==> src/rtl/ball_motion.sv <==
// ball_motion: Pong ball engine advancing one step per rising edge of the game clock,
// bouncing off walls and paddles and flagging misses as score pulses.
module ball_motion #(
  parameter int H_RES       = 640,
  parameter int V_RES       = 480,
  parameter int BALL_SIZE   = 8,
  parameter int SPEED       = 2,
  parameter int PADDLE_H    = 64,
  parameter int PADDLE_W    = 8,
  parameter int PADDLE_X_L  = 8,
  parameter int PADDLE_X_R  = 624,
  parameter int SERVE_TICKS = 60
) (
  input  logic       clk_in,
  input  logic       rst_n,
  input  logic       game_clk,
  input  logic       start,
  input  logic [9:0] paddle_l_y,
  input  logic [9:0] paddle_r_y,
  output logic [9:0] ball_x,
  output logic [9:0] ball_y,
  output logic       hit,
  output logic       score_l,
  output logic       score_r,
  output logic [1:0] state
);
  typedef enum logic [1:0] {IDLE, SERVE, PLAY, SCORED} state_t;
  localparam int CW = $clog2(SERVE_TICKS + 1);
  localparam logic [9:0] X_C = 10'((H_RES - BALL_SIZE) / 2);
  localparam logic [9:0] Y_C = 10'((V_RES - BALL_SIZE) / 2);
  localparam logic [10:0] BS = 11'(BALL_SIZE);
  localparam logic [10:0] SP = 11'(SPEED);
  localparam logic [10:0] LF = 11'(PADDLE_X_L + PADDLE_W);
  localparam logic [10:0] PXR = 11'(PADDLE_X_R);
  localparam logic [10:0] PH = 11'(PADDLE_H);
  localparam logic [10:0] HR = 11'(H_RES);
  localparam logic [10:0] VR = 11'(V_RES);
  state_t state_q, state_d;
  logic [9:0] ball_x_q, ball_x_d, ball_y_q, ball_y_d;
  logic dx_q, dx_d, dy_q, dy_d, gclk_q;
  logic hit_q, hit_d, score_l_q, score_l_d, score_r_q, score_r_d;
  logic [CW-1:0] cnt_q, cnt_d;
  logic tick, ov_l, ov_r, bnc_l, bnc_r, miss_l, miss_r, y_hi, y_lo, last;
  logic [10:0] bx, by, pl, pr;
  // all geometry is compared in 11 bits so sums never wrap
  always_comb begin
    tick = game_clk & ~gclk_q;
    bx = {1'b0, ball_x_q};
    by = {1'b0, ball_y_q};
    pl = {1'b0, paddle_l_y};
    pr = {1'b0, paddle_r_y};
    ov_l = (by + BS > pl) && (by < pl + PH);
    ov_r = (by + BS > pr) && (by < pr + PH);
    bnc_l = (bx >= LF) && (bx - SP <= LF) && ov_l;
    bnc_r = (bx + BS <= PXR) && (bx + BS + SP >= PXR) && ov_r;
    miss_l = bx < SP;
    miss_r = bx + BS + SP > HR;
    y_hi = by + BS + SP >= VR;
    y_lo = by < SP;
    last = cnt_q == CW'(SERVE_TICKS - 1);
  end
  always_comb begin
    state_d = state_q;
    ball_x_d = ball_x_q;
    ball_y_d = ball_y_q;
    dx_d = dx_q;
    dy_d = dy_q;
    cnt_d = cnt_q;
    hit_d = 1'b0;
    score_l_d = 1'b0;
    score_r_d = 1'b0;
    case (state_q)
      IDLE: begin
        ball_x_d = X_C;
        ball_y_d = Y_C;
        if (start) begin
          state_d = SERVE;
          cnt_d = '0;
        end
      end
      SERVE: begin
        ball_x_d = X_C;
        ball_y_d = Y_C;
        if (tick) begin
          cnt_d = last ? '0 : cnt_q + 1'b1;
          state_d = last ? PLAY : SERVE;
        end
      end
      PLAY: if (tick) begin
        ball_y_d = dy_q ? (y_hi ? 10'(VR - BS) : 10'(by + SP)) : (y_lo ? 10'd0 : 10'(by - SP));
        dy_d = dy_q ? ~y_hi : y_lo;
        if (!dx_q) begin
          if (bnc_l) begin
            ball_x_d = 10'(LF);
            dx_d = 1'b1;
            hit_d = 1'b1;
          end else if (miss_l) begin
            score_r_d = 1'b1;
            state_d = SCORED;
          end else ball_x_d = 10'(bx - SP);
        end else begin
          if (bnc_r) begin
            ball_x_d = 10'(PXR - BS);
            dx_d = 1'b0;
            hit_d = 1'b1;
          end else if (miss_r) begin
            score_l_d = 1'b1;
            state_d = SCORED;
          end else ball_x_d = 10'(bx + SP);
        end
      end
      SCORED: begin
        ball_x_d = X_C;
        ball_y_d = Y_C;
        cnt_d = '0;
        dx_d = ~score_r_q;
        state_d = SERVE;
      end
    endcase
  end
  always_ff @(posedge clk_in) begin
    if (!rst_n) begin
      state_q <= IDLE;
      ball_x_q <= X_C;
      ball_y_q <= Y_C;
      dx_q <= 1'b1;
      dy_q <= 1'b1;
      cnt_q <= '0;
      gclk_q <= 1'b0;
      hit_q <= 1'b0;
      score_l_q <= 1'b0;
      score_r_q <= 1'b0;
    end else begin
      state_q <= state_d;
      ball_x_q <= ball_x_d;
      ball_y_q <= ball_y_d;
      dx_q <= dx_d;
      dy_q <= dy_d;
      cnt_q <= cnt_d;
      gclk_q <= game_clk;
      hit_q <= hit_d;
      score_l_q <= score_l_d;
      score_r_q <= score_r_d;
    end
  end
  assign ball_x = ball_x_q;
  assign ball_y = ball_y_q;
  assign hit = hit_q;
  assign score_l = score_l_q;
  assign score_r = score_r_q;
  assign state = state_q;
endmodule

==> config.mk <==
export PLATFORM = sky130hd
export DESIGN_NAME = ball_motion
export DESIGN_NICKNAME = d
export VERILOG_FILES = /design/src/rtl/ball_motion.sv
export SDC_FILE = /design/constraint.sdc
export NUM_CORES = 1
export LEC_CHECK = 0
export ABC_CLOCK_PERIOD_IN_PS = 5250
export CORE_ASPECT_RATIO = 0.5
export CORE_MARGIN = 2
export CORE_UTILIZATION = 40
export DETAILED_ROUTE_END_ITERATION = 10
export PLACE_DENSITY = 0.59
export SLEW_MARGIN = 5
export SYNTH_ARGS = -nofsm -noshare
export SYNTH_HDL_FRONTEND = slang
export SYNTH_SLANG_ARGS = --single-unit
==> constraint.sdc <==
create_clock -name clk_in -period 5.25 [get_ports clk_in]
set_input_delay 1.05 -clock clk_in [delete_from_list [all_inputs] [get_ports clk_in]]
set_output_delay 1.05 -clock clk_in [all_outputs]
set_load 0.02 [all_outputs]
==> flow_summary.json, run 1 <==
{
  "status": "completed",
  "cts_made_buffers": 5,
  "cpMostUsedCell": "nand4_1",
  "die_h_um": 73.9,
  "grtUsageTotal_pct": 19.6,
  "slowest_delay_ns": 0.60,
  "cts_setup_buffers": 0,
  "fillers": 948,
  "fp-row-count": 25,
  "crit_path_end_kind": "flop",
  "yosysWarnings": 0,
  "cts_max_path_buffers": 2,
  "synthAdderAreaFrac_pct": 16.7,
  "path_buf_inv": 1,
  "cts_repair_resize_count": 0,
  "finalSetupViolations": 0,
  "grt_pass1_vias": 3228,
  "cp_data_arrival_time_ns": 4.36,
  "drtIter0Drc": 287,
  "cpLargestDelayFamily": "compound AO/OA/AOI/OAI gates",
  "worstRegToRegCells": 14,
  "endpoint": "state[1]",
  "wl_per_cell_um": 15.3,
  "synth_common_cells": "ha_1, inv_1, nand2_1, nor2_1, dfxtp_1",
  "synth_compound_area_share_pct": 26.1,
  "design.core.area_mm2": 0.00948,
  "slew_headroom_pct": 37.3,
  "ir_worst_vdd_v": 0.000151,
  "startpoint": "ball_y[6]",
  "r2r_end": "state[1]",
  "tns_ns": 0,
  "synthToLayoutAreaGrowth_pct": 16.0,
  "synth.avg_cell_area_um2": 7.64,
  "drv_cap": 0,
  "clock-sinks": 32,
  "die_w_um": 144,
  "initial_core_util_pct": 41.2,
  "wl_um": 10300,
  "synth-main-ff-cell": "dfxtp_1",
  "synthesis.area_mm2": 0.00391,
  "min_period_ns": 4.15,
  "htree_levels": 2,
  "crit_cells": 14,
  "place_congestion": 0.904,
  "r2r_start": "ball_y[6]",
  "rsz0062_at_grt": "false",
  "crit_slowest_cell": "dfxtp_1",
  "grt_max_degree": 26,
  "path_max_fanout": 9,
  "cts.clk_slew.worst_paths_ns": 0.05,
  "yosysTopAreaCellShare_pct": 16.7,
  "first_pass_iters": 7,
  "finalCritPeriodShare_pct": 79.1,
  "placed_area_mm2": 0.00438,
  "grt_antenna_before_repair": 0,
  "fin_skew_ns": 0.00293,
  "crit_path_cell_trace": "and2_1, nand4_1, xor2_1, inv_1, ha_1, nand4_1, nor2_1, a211o_1, a2111oi_0, a211oi_2, a31oi_2, a21oi_1, a2111oi_2, mux2i_1",
  "synth_cells": 511,
  "ant_nets": 0,
  "drive_gt1_share_pct": 5.58,
  "synthArstFlopShare_pct": 0,
  "diodes": 0,
  "p_leak_uw": 0.00185,
  "dp_hpwl_um": 7520,
  "vias": 3733,
  "slew_violations": 0,
  "synth_top_family_by_area": "compound AO/OA/AOI/OAI gates",
  "holdBufCountCts": 0,
  "start_kind": "flop",
  "hold_violations": 0,
  "synth_edf_count": 0,
  "synth_area_leaders": "ha_1, dfxtp_1, xnor2_1",
  "yosysMostFrequentCell": "ha_1",
  "pin_count": 49,
  "synth-simple-area-share_pct": 25.2,
  "ff2ff_setup_slack_ns": 1.10,
  "gr-total-overflow": 0,
  "synthDistinctLibCells": 79,
  "vias_per_cell": 5.55,
  "port_buffers": 46,
  "ys_ff_latch": 32,
  "hold_path.class": "flop to flop",
  "synthXorXnorAreaFrac_pct": 6.69,
  "tightestPinTransition_ns": 0.935,
  "fmax_mhz": 241,
  "synthMuxAreaShare_pct": 0.769,
  "cts_tree": "built",
  "dieArea_mm2": 0.0106,
  "synth_sequential_area_ratio_pct": 16.4,
  "nets": 613,
  "worstPathRequired_ns": 5.45,
  "yosysTopAreaCell": "ha_1",
  "drcViolationCount": 0,
  "crit_type": "flop to flop",
  "cts_root_buf": "clkbuf_16",
  "grt_pass1_wl_um": 16600,
  "powerDensity_mw_per_mm2": 141,
  "final_area_mm2": 0.00453,
  "clock_latency_ns": 0.27
}
[cell type report]
class / count / area [um^2] / share of cell area [%]
clock buffers: 8 / 146 / 3.23
inverters: 40 / 150 / 3.31
multi-input cells: 411 / 2960 / 65.2
flip-flops and latches: 32 / 641 / 14.1
well taps: 135 / 169 / 3.73
repair buffers: 47 / 468 / 10.3
[worst reg2reg max path: cells and delay by family (launching register included)]
kind,cells,cell delay [ns]
fa+ha+maj,1,0.31
mux,1,0.21
buf+inv,1,0.11
compound gates,6,1.89
xor+xnor,1,0.25
flops,1,0.60
simple gates,4,0.72
[metal layers]
metal / part of all wire, % / up-vias / global-route usage (%)
li1: - / 1915 / -
met1: 54 / 1697 / 30.2
met2: 40 / 117 / 29.2
met3: 6.1 / 4 / 3.06
met4: 0.30 / 0 / 2.29
met5: 0 / - / 0
[through the flow]
stage	instances	power (uW)	hold slack [ns]	worst slack [ns]	utilization, %
finish	673	637	0.510	1.10	47.8
global route	673	674	0.535	0.651	47.8
CTS	673	641	0.512	1.10	47.8
detailed placement	665	352	0.503	0.910	46.2
global placement	665	352	0.498	0.964	46.2
floorplan	512	318	0.467	1.49	-
[cell usage in the layout, fill, tap and decap left out, types with 6 or more instances in the layout]
| cell type | count |
|---|---|
| xnor2_1 | 19 |
| clkdlybuf4s50_1 | 46 |
| dfxtp_1 | 32 |
| nor2_1 | 40 |
| xor2_1 | 9 |
| a21oi_1 | 27 |
| nand3_1 | 22 |
| nand4_1 | 10 |
| and2_1 | 7 |
| nand2b_1 | 8 |
| inv_1 | 40 |
| o21ai_0 | 23 |
| ha_1 | 52 |
| nand2_1 | 40 |
| a21o_1 | 9 |
| a211oi_1 | 6 |
| nor3_1 | 12 |
| and3_1 | 7 |
| nand3b_1 | 6 |
[cell families after synthesis]
group,count (synthesis)
XOR/XNOR,29
AO/OA/AOI/OAI,138
other,1
adder cells (fa/ha/maj),52
buffers and inverters,69
flip-flops,32
AND/OR/NAND/NOR,187
multiplexers,3
[registers in the layout, indices dropped and copies added, names as in the netlist]
register,cells
dx_q,1
ball_x,9
hit,1
ball_y,9
gclk_q,1
dy_q,1
state,2
score_l,1
cnt_q,6
score_r,1
[how the worst min path moves through the flow]
stage / to / cells past startpoint / slack, ns / startpoint
6_report: cnt_q[1] / 2 / 0.51 / cnt_q[1]
5_1_grt: cnt_q[1] / 2 / 0.53 / cnt_q[1]
4_1_cts: cnt_q[1] / 2 / 0.51 / cnt_q[1]
3_5_place_dp: cnt_q[1] / 2 / 0.50 / cnt_q[1]
3_3_place_gp: cnt_q[1] / 2 / 0.50 / cnt_q[1]
2_1_floorplan: cnt_q[1] / 2 / 0.47 / cnt_q[1]
[where the power goes]
part | total (uW) | switching, uW | internal, uW
registers | 250 | 3.25 | 246
clock network | 288 | 99.4 | 189
logic | 98.6 | 50.2 | 48.5
total | 637 | 153 | 484
No activity file was read; power rests on OpenSTA's default activity.
==> run 2, diff against run 1 <==
--- a/config.mk
+++ b/config.mk
@@ -5,7 +5,7 @@
 export SDC_FILE = /design/constraint.sdc
 export NUM_CORES = 1
 export LEC_CHECK = 0
-export ABC_CLOCK_PERIOD_IN_PS = 5250
+export ABC_CLOCK_PERIOD_IN_PS = 4400
 export CORE_ASPECT_RATIO = 0.5
 export CORE_MARGIN = 2
 export CORE_UTILIZATION = 40
==> constraint.sdc (replaced) <==
create_clock -name clk_in -period 4.4 [get_ports clk_in]
set_input_delay 0.88 -clock clk_in [delete_from_list [all_inputs] [get_ports clk_in]]
set_output_delay 0.88 -clock clk_in [all_outputs]
set_load 0.02 [all_outputs]
==> run 2 against run 1 <==
Against the previous run:
- via count grew 2.3%
- global-route usage rose by 1.0 points
- worst setup slack got worse by 0.76 ns
- cell count up 2.5%
- worst hold slack lost 0.0028 ns
- utilization rose by 1.6 points
- clock-buffer cell count down 3
- critical path type unchanged
- largest cell class unchanged
==> flow_summary.json, run 2 (synthesized netlist as in run 1, its figures left out) <==
{
  "status": "completed",
  "initial_core_util_pct": 41.2,
  "place_congestion": 0.902,
  "r2r_start": "ball_y[4]",
  "powerDensity_mw_per_mm2": 176,
  "vias": 3819,
  "slew_headroom_pct": 52.9,
  "gr-total-overflow": 0,
  "drive_gt1_share_pct": 8.83,
  "grtUsageTotal_pct": 20.6,
  "start_kind": "flop",
  "ir_worst_vdd_v": 0.000173,
  "crit_path_end_kind": "flop",
  "finalCritPeriodShare_pct": 92.2,
  "cts_tree": "built",
  "tns_ns": 0,
  "cts_made_buffers": 5,
  "clock-sinks": 32,
  "fin_skew_ns": 0.00766,
  "final_cell_count_no_fill": 690,
  "hold_path.class": "flop to flop",
  "drv_cap": 0,
  "hold_violations": 0,
  "cts_root_buf": "clkbuf_16",
  "startpoint": "ball_y[4]",
  "synthToLayoutAreaGrowth_pct": 19.8,
  "holdBufCountCts": 0,
  "finalSetupViolations": 0,
  "cts_repair_resize_count": 0,
  "design.core.area_mm2": 0.00948,
  "grt_max_degree": 21,
  "fp-row-count": 25,
  "clock_latency_ns": 0.29,
  "wl_um": 10600,
  "dp_hpwl_um": 7920,
  "diodes": 0,
  "vias_per_cell": 5.53,
  "hp-start": "cnt_q[1]",
  "p_leak_uw": 0.00194,
  "port_buffers": 46,
  "grt_pass1_wl_um": 17300,
  "cts_setup_buffers": 0,
  "final_area_mm2": 0.00468,
  "placed_area_mm2": 0.00451,
  "grt_antenna_before_repair": 0,
  "slew_violations": 0,
  "tightestPinTransition_ns": 0.689,
  "fmax_mhz": 246,
  "dpl.cell_count": 682,
  "grt_pass1_vias": 3410,
  "rsz0062_at_grt": "false",
  "die_w_um": 144,
  "most-common-layout-cells": "ha_1, clkdlybuf4s50_1, inv_1, nand2_1, nor2_1",
  "worstPathRequired_ns": 4.62,
  "cts.clk_slew.worst_paths_ns": 0.05,
  "path_max_fanout": 10,
  "drtIter0Drc": 304,
  "cp_data_arrival_time_ns": 4.27,
  "nets": 630,
  "pin_count": 49,
  "p_total_uw": 824,
  "final_common_cell": "ha_1",
  "crit_type": "flop to flop",
  "ant_nets": 0,
  "cts_max_path_buffers": 2,
  "drcViolationCount": 0,
  "first_pass_iters": 5,
  "htree_levels": 2,
  "dieArea_mm2": 0.0106,
  "min_period_ns": 4.06,
  "fillers": 953,
  "wl_per_cell_um": 15.4,
  "die_h_um": 73.9
}
==> run 2: metrics by stage <==
step                      worst slack [ns]  hold WS [ns]  util [%]
after detailed placement             0.189         0.487      47.6
after floorplan                      0.642         0.467         -
final                                0.342         0.507      49.4
after global routing                0.0316         0.555      49.4
after global placement               0.274         0.486      47.6
after CTS                            0.380         0.503      49.4
==> run 2: critical path, stage by stage, from the launching register on <==
cell	delay, ns
dfxtp_1	0.53
buf_4	0.21
nand3_1	0.08
xor2_1	0.32
inv_1	0.14
ha_1	0.31
nand4_1	0.13
nor2_1	0.06
a211o_1	0.28
a2111oi_0	0.66
a211oi_2	0.12
a31oi_2	0.37
a21oi_1	0.14
a2111oi_2	0.43
mux2i_1	0.22
==> run 2: path summary, 6_finish.rpt <==
kind	end	slack, ns	cells past startpoint
hold / removal	cnt_q[1]	0.51	2
setup / recovery	state[1]	0.34	14
setup reg to reg	state[1]	0.34	14
hold reg to reg	cnt_q[1]	0.51	2
==> run 2: layout make-up <==
cell class                      instances  area (um^2)  share of cell area (%)
Clock buffer                            5          125                    2.67
Multi-Input combinational cell        411         2960                    63.2
Timing Repair Buffer                   64          596                    12.7
Clock inverter                          3         42.5                   0.909
Sequential cell                        32          641                    13.7
Tap cell                              135          169                    3.61
Inverter                               40          150                    3.21
==> run 2: metal layers <==
layer | vias to the layer above | track usage (%) | share of wire [%]
met1 | 1783 | 30.7 | 55
met4 | 0 | 4.68 | 1.1
li1 | 1937 | - | -
met3 | 16 | 3.26 | 4.0
met5 | - | 0 | 0
met2 | 83 | 30.9 | 40
==> run 2: power breakdown <==
part	leakage [uW]	switching [uW]	total, uW	internal [uW]
combinational	0.00160	59.9	120	60.0
clock	0.0000798	140	406	266
sequential	0.000259	3.91	298	294
total	0.00194	204	824	620
==> RTL change: new RTL, config.mk and constraints of run 2 <==
Make the reset (`rst_n`) asynchronous in one clocked block.
--- a/src/rtl/ball_motion.sv
+++ b/src/rtl/ball_motion.sv
@@ -118,7 +118,7 @@
       end
     endcase
   end
-  always_ff @(posedge clk_in) begin
+  always_ff @(posedge clk_in or negedge rst_n) begin
     if (!rst_n) begin
       state_q <= IDLE;
       ball_x_q <= X_C;
Function: differs if rst_n is asserted again (counterexample within 4 cycles, from zero or initial values and one cycle with rst_n low); with rst_n held inactive, the same outputs for 10 cycles.
==> RTL change against run 2 <==
Worst hold slack worse by 0.017 ns. Wire length is 7.1% higher. Sequential share of layout area is 3.3 points higher. Total power is 10% higher. Worst setup slack better by 0.31 ns. Area after synthesis is 4.8% higher. Critical path depth is 1 lower. Sequential cell count stayed put. Final area is 2.5% higher. Critical path type unchanged. Critical endpoint is now ball_x[9]. Largest cell class unchanged.
==> RTL change: results (changes against run 2) <==
stage	metric	value	unit	change
status	status	completed		unchanged
hold_path	hold_depth	1		was 2
timing	hold_viol	0		unchanged
critical_path	reg2reg_to	ball_x[9]		was state[1]
critical_path	reg2regPathDepth	13		was 14
timing	max_slew_margin	51.1	%	was 52.9%
route	top_layer	met4		unchanged
critical_path	timing.rr.start	ball_y[3]		was ball_y[4]
final_layout	syn2layout_area_growth	17.1	%	was 19.8%
pwr	leakagePower	1.96	nW	was 1.94 nW
yosys	ys_top_cells_by_area	ha_1, dfrtp_1, dfstp_2, nand2_1, inv_1		was ha_1, dfxtp_1, xnor2_1, inv_1, nand2_1
global_route	grt.met2_usage	33.5	%	was 30.9%
yosys	synth_fa_ha_area_share	15.9	%	was 16.7%
yosys	netlist-cell-type-count	76		was 79
critical_path	crit_fanout	12		was 10
pwr	p_sw_share	30.4	%	was 24.8%
pwr	peakVddDrop	212	uV	was 173 uV
hold_path	min_from	cnt_q[5]		was cnt_q[1]
global_route	grt_pass1_wl	18.7	mm	was 17.3 mm
yosys	synthArstFlopShare	100	%	was 0%
final_layout	drive_gt1_share	9.66	%	was 8.83%
global_route	grt_start_max_net_pins	33		was 21
critical_path	critPathArrivalTime	3.94	ns	was 4.27 ns
yosys	synthTopCellsByCount	ha_1, nand2_1, inv_1		was ha_1, inv_1, nand2_1, nor2_1, dfxtp_1
yosys	synthMuxAreaShare	1.59	%	was 0.769%
final_layout	fill_cells	1013		was 953
timing	timing.hold.ws	0.491	ns	was 0.507 ns
critical_path	cp_slowest_cell	dfstp_2		was a2111oi_0
route	met1_length	5.75	mm	was 5.81 mm
yosys	synthXorXnorAreaFrac	4.92	%	was 6.69%
route	viasPerCell	5.72		was 5.53
timing	clock_skew	0.00372	ns	was 0.00766 ns
route	wl_met3	670	um	was 427 um
hold_path	hold_end	cnt_q[5]		was cnt_q[1]
place	dp_hpwl	8.33	mm	was 7.92 mm
global_route	use_met1	30.0	%	was 30.7%
place	gp_congestion	0.873		was 0.902
global_route	grtUsageMet3	3.95	%	was 3.26%
yosys	synth_compound_area_share	26.0	%	was 26.1%
route	dr_wl_met2	4.88	mm	was 4.26 mm
clocking	post-cts-setup-buffer-count	0		unchanged
yosys	yosysSeqAreaShare	19.9	%	was 16.4%
critical_path	slowest_delay	0.53	ns	was 0.66 ns
global_route	grt_use_total	20.9	%	was 20.6%
route	drt-initial-drc-count	346		was 304
critical_path	r2r_slack	0.65	ns	was 0.34 ns
global_route	first_global_vias	3689		was 3410
final_layout	final_nets	634		was 630
-- RTL change: changes by cell type in the layout (fill, tap and decap cells not counted), moves of 5 or more --
cell	run 2	this run
a211oi_1	6	11
and2_1	7	2
buf_4	18	9
dfrtp_1	0	20
dfstp_2	0	12
dfxtp_1	32	0
nand2_1	40	50
nand3_1	22	29
o21ai_0	23	28
o31ai_1	3	9
-- RTL change: worst max-delay path by stage --
| stage | start | end | slack [ns] | cells past startpoint |
|---|---|---|---|---|
| finish | ball_y[3] | ball_x[9] | 0.65 | 13 |
| floorplan | ball_y[4] | ball_x[9] | 0.92 | 16 |
| detailed placement | paddle_r_y[6] | ball_x[9] | 0.40 | 12 |
| CTS | ball_y[3] | ball_x[9] | 0.65 | 14 |
| global placement | paddle_r_y[6] | ball_x[9] | 0.45 | 12 |
| global route | ball_y[3] | ball_x[9] | 0.41 | 14 |
-- RTL change: cell type report --
class / count / area share, %
Clock buffer: 7 / 2.77
Clock inverter: 1 / 0.104
Inverter: 42 / 3.29
Multi-Input combinational cell: 422 / 62.2
Sequential cell: 32 / 17.0
Tap cell: 140 / 3.65
Timing Repair Buffer: 55 / 11.0
-- RTL change: power groups by stage --
| stage | sequential, mW | clock [mW] | combinational [mW] |
|---|---|---|---|
| finish | 0.353 | 0.337 | 0.219 |
| CTS | 0.352 | 0.344 | 0.221 |
| detailed placement | 0.356 | 0 | 0.220 |
| global route | 0.358 | 0.361 | 0.254 |
| global placement | 0.357 | 0 | 0.217 |
| floorplan | 0.354 | 0 | 0.149 |
-- RTL change: per-stage QoR --
stage,cells,total power [mW],setup slack [ns]
3_3_place_gp,691,0.574,0.452
6_report,699,0.909,0.649
4_1_cts,699,0.917,0.647
5_1_grt,699,0.974,0.405
3_5_place_dp,691,0.576,0.401
2_1_floorplan,525,0.503,0.916
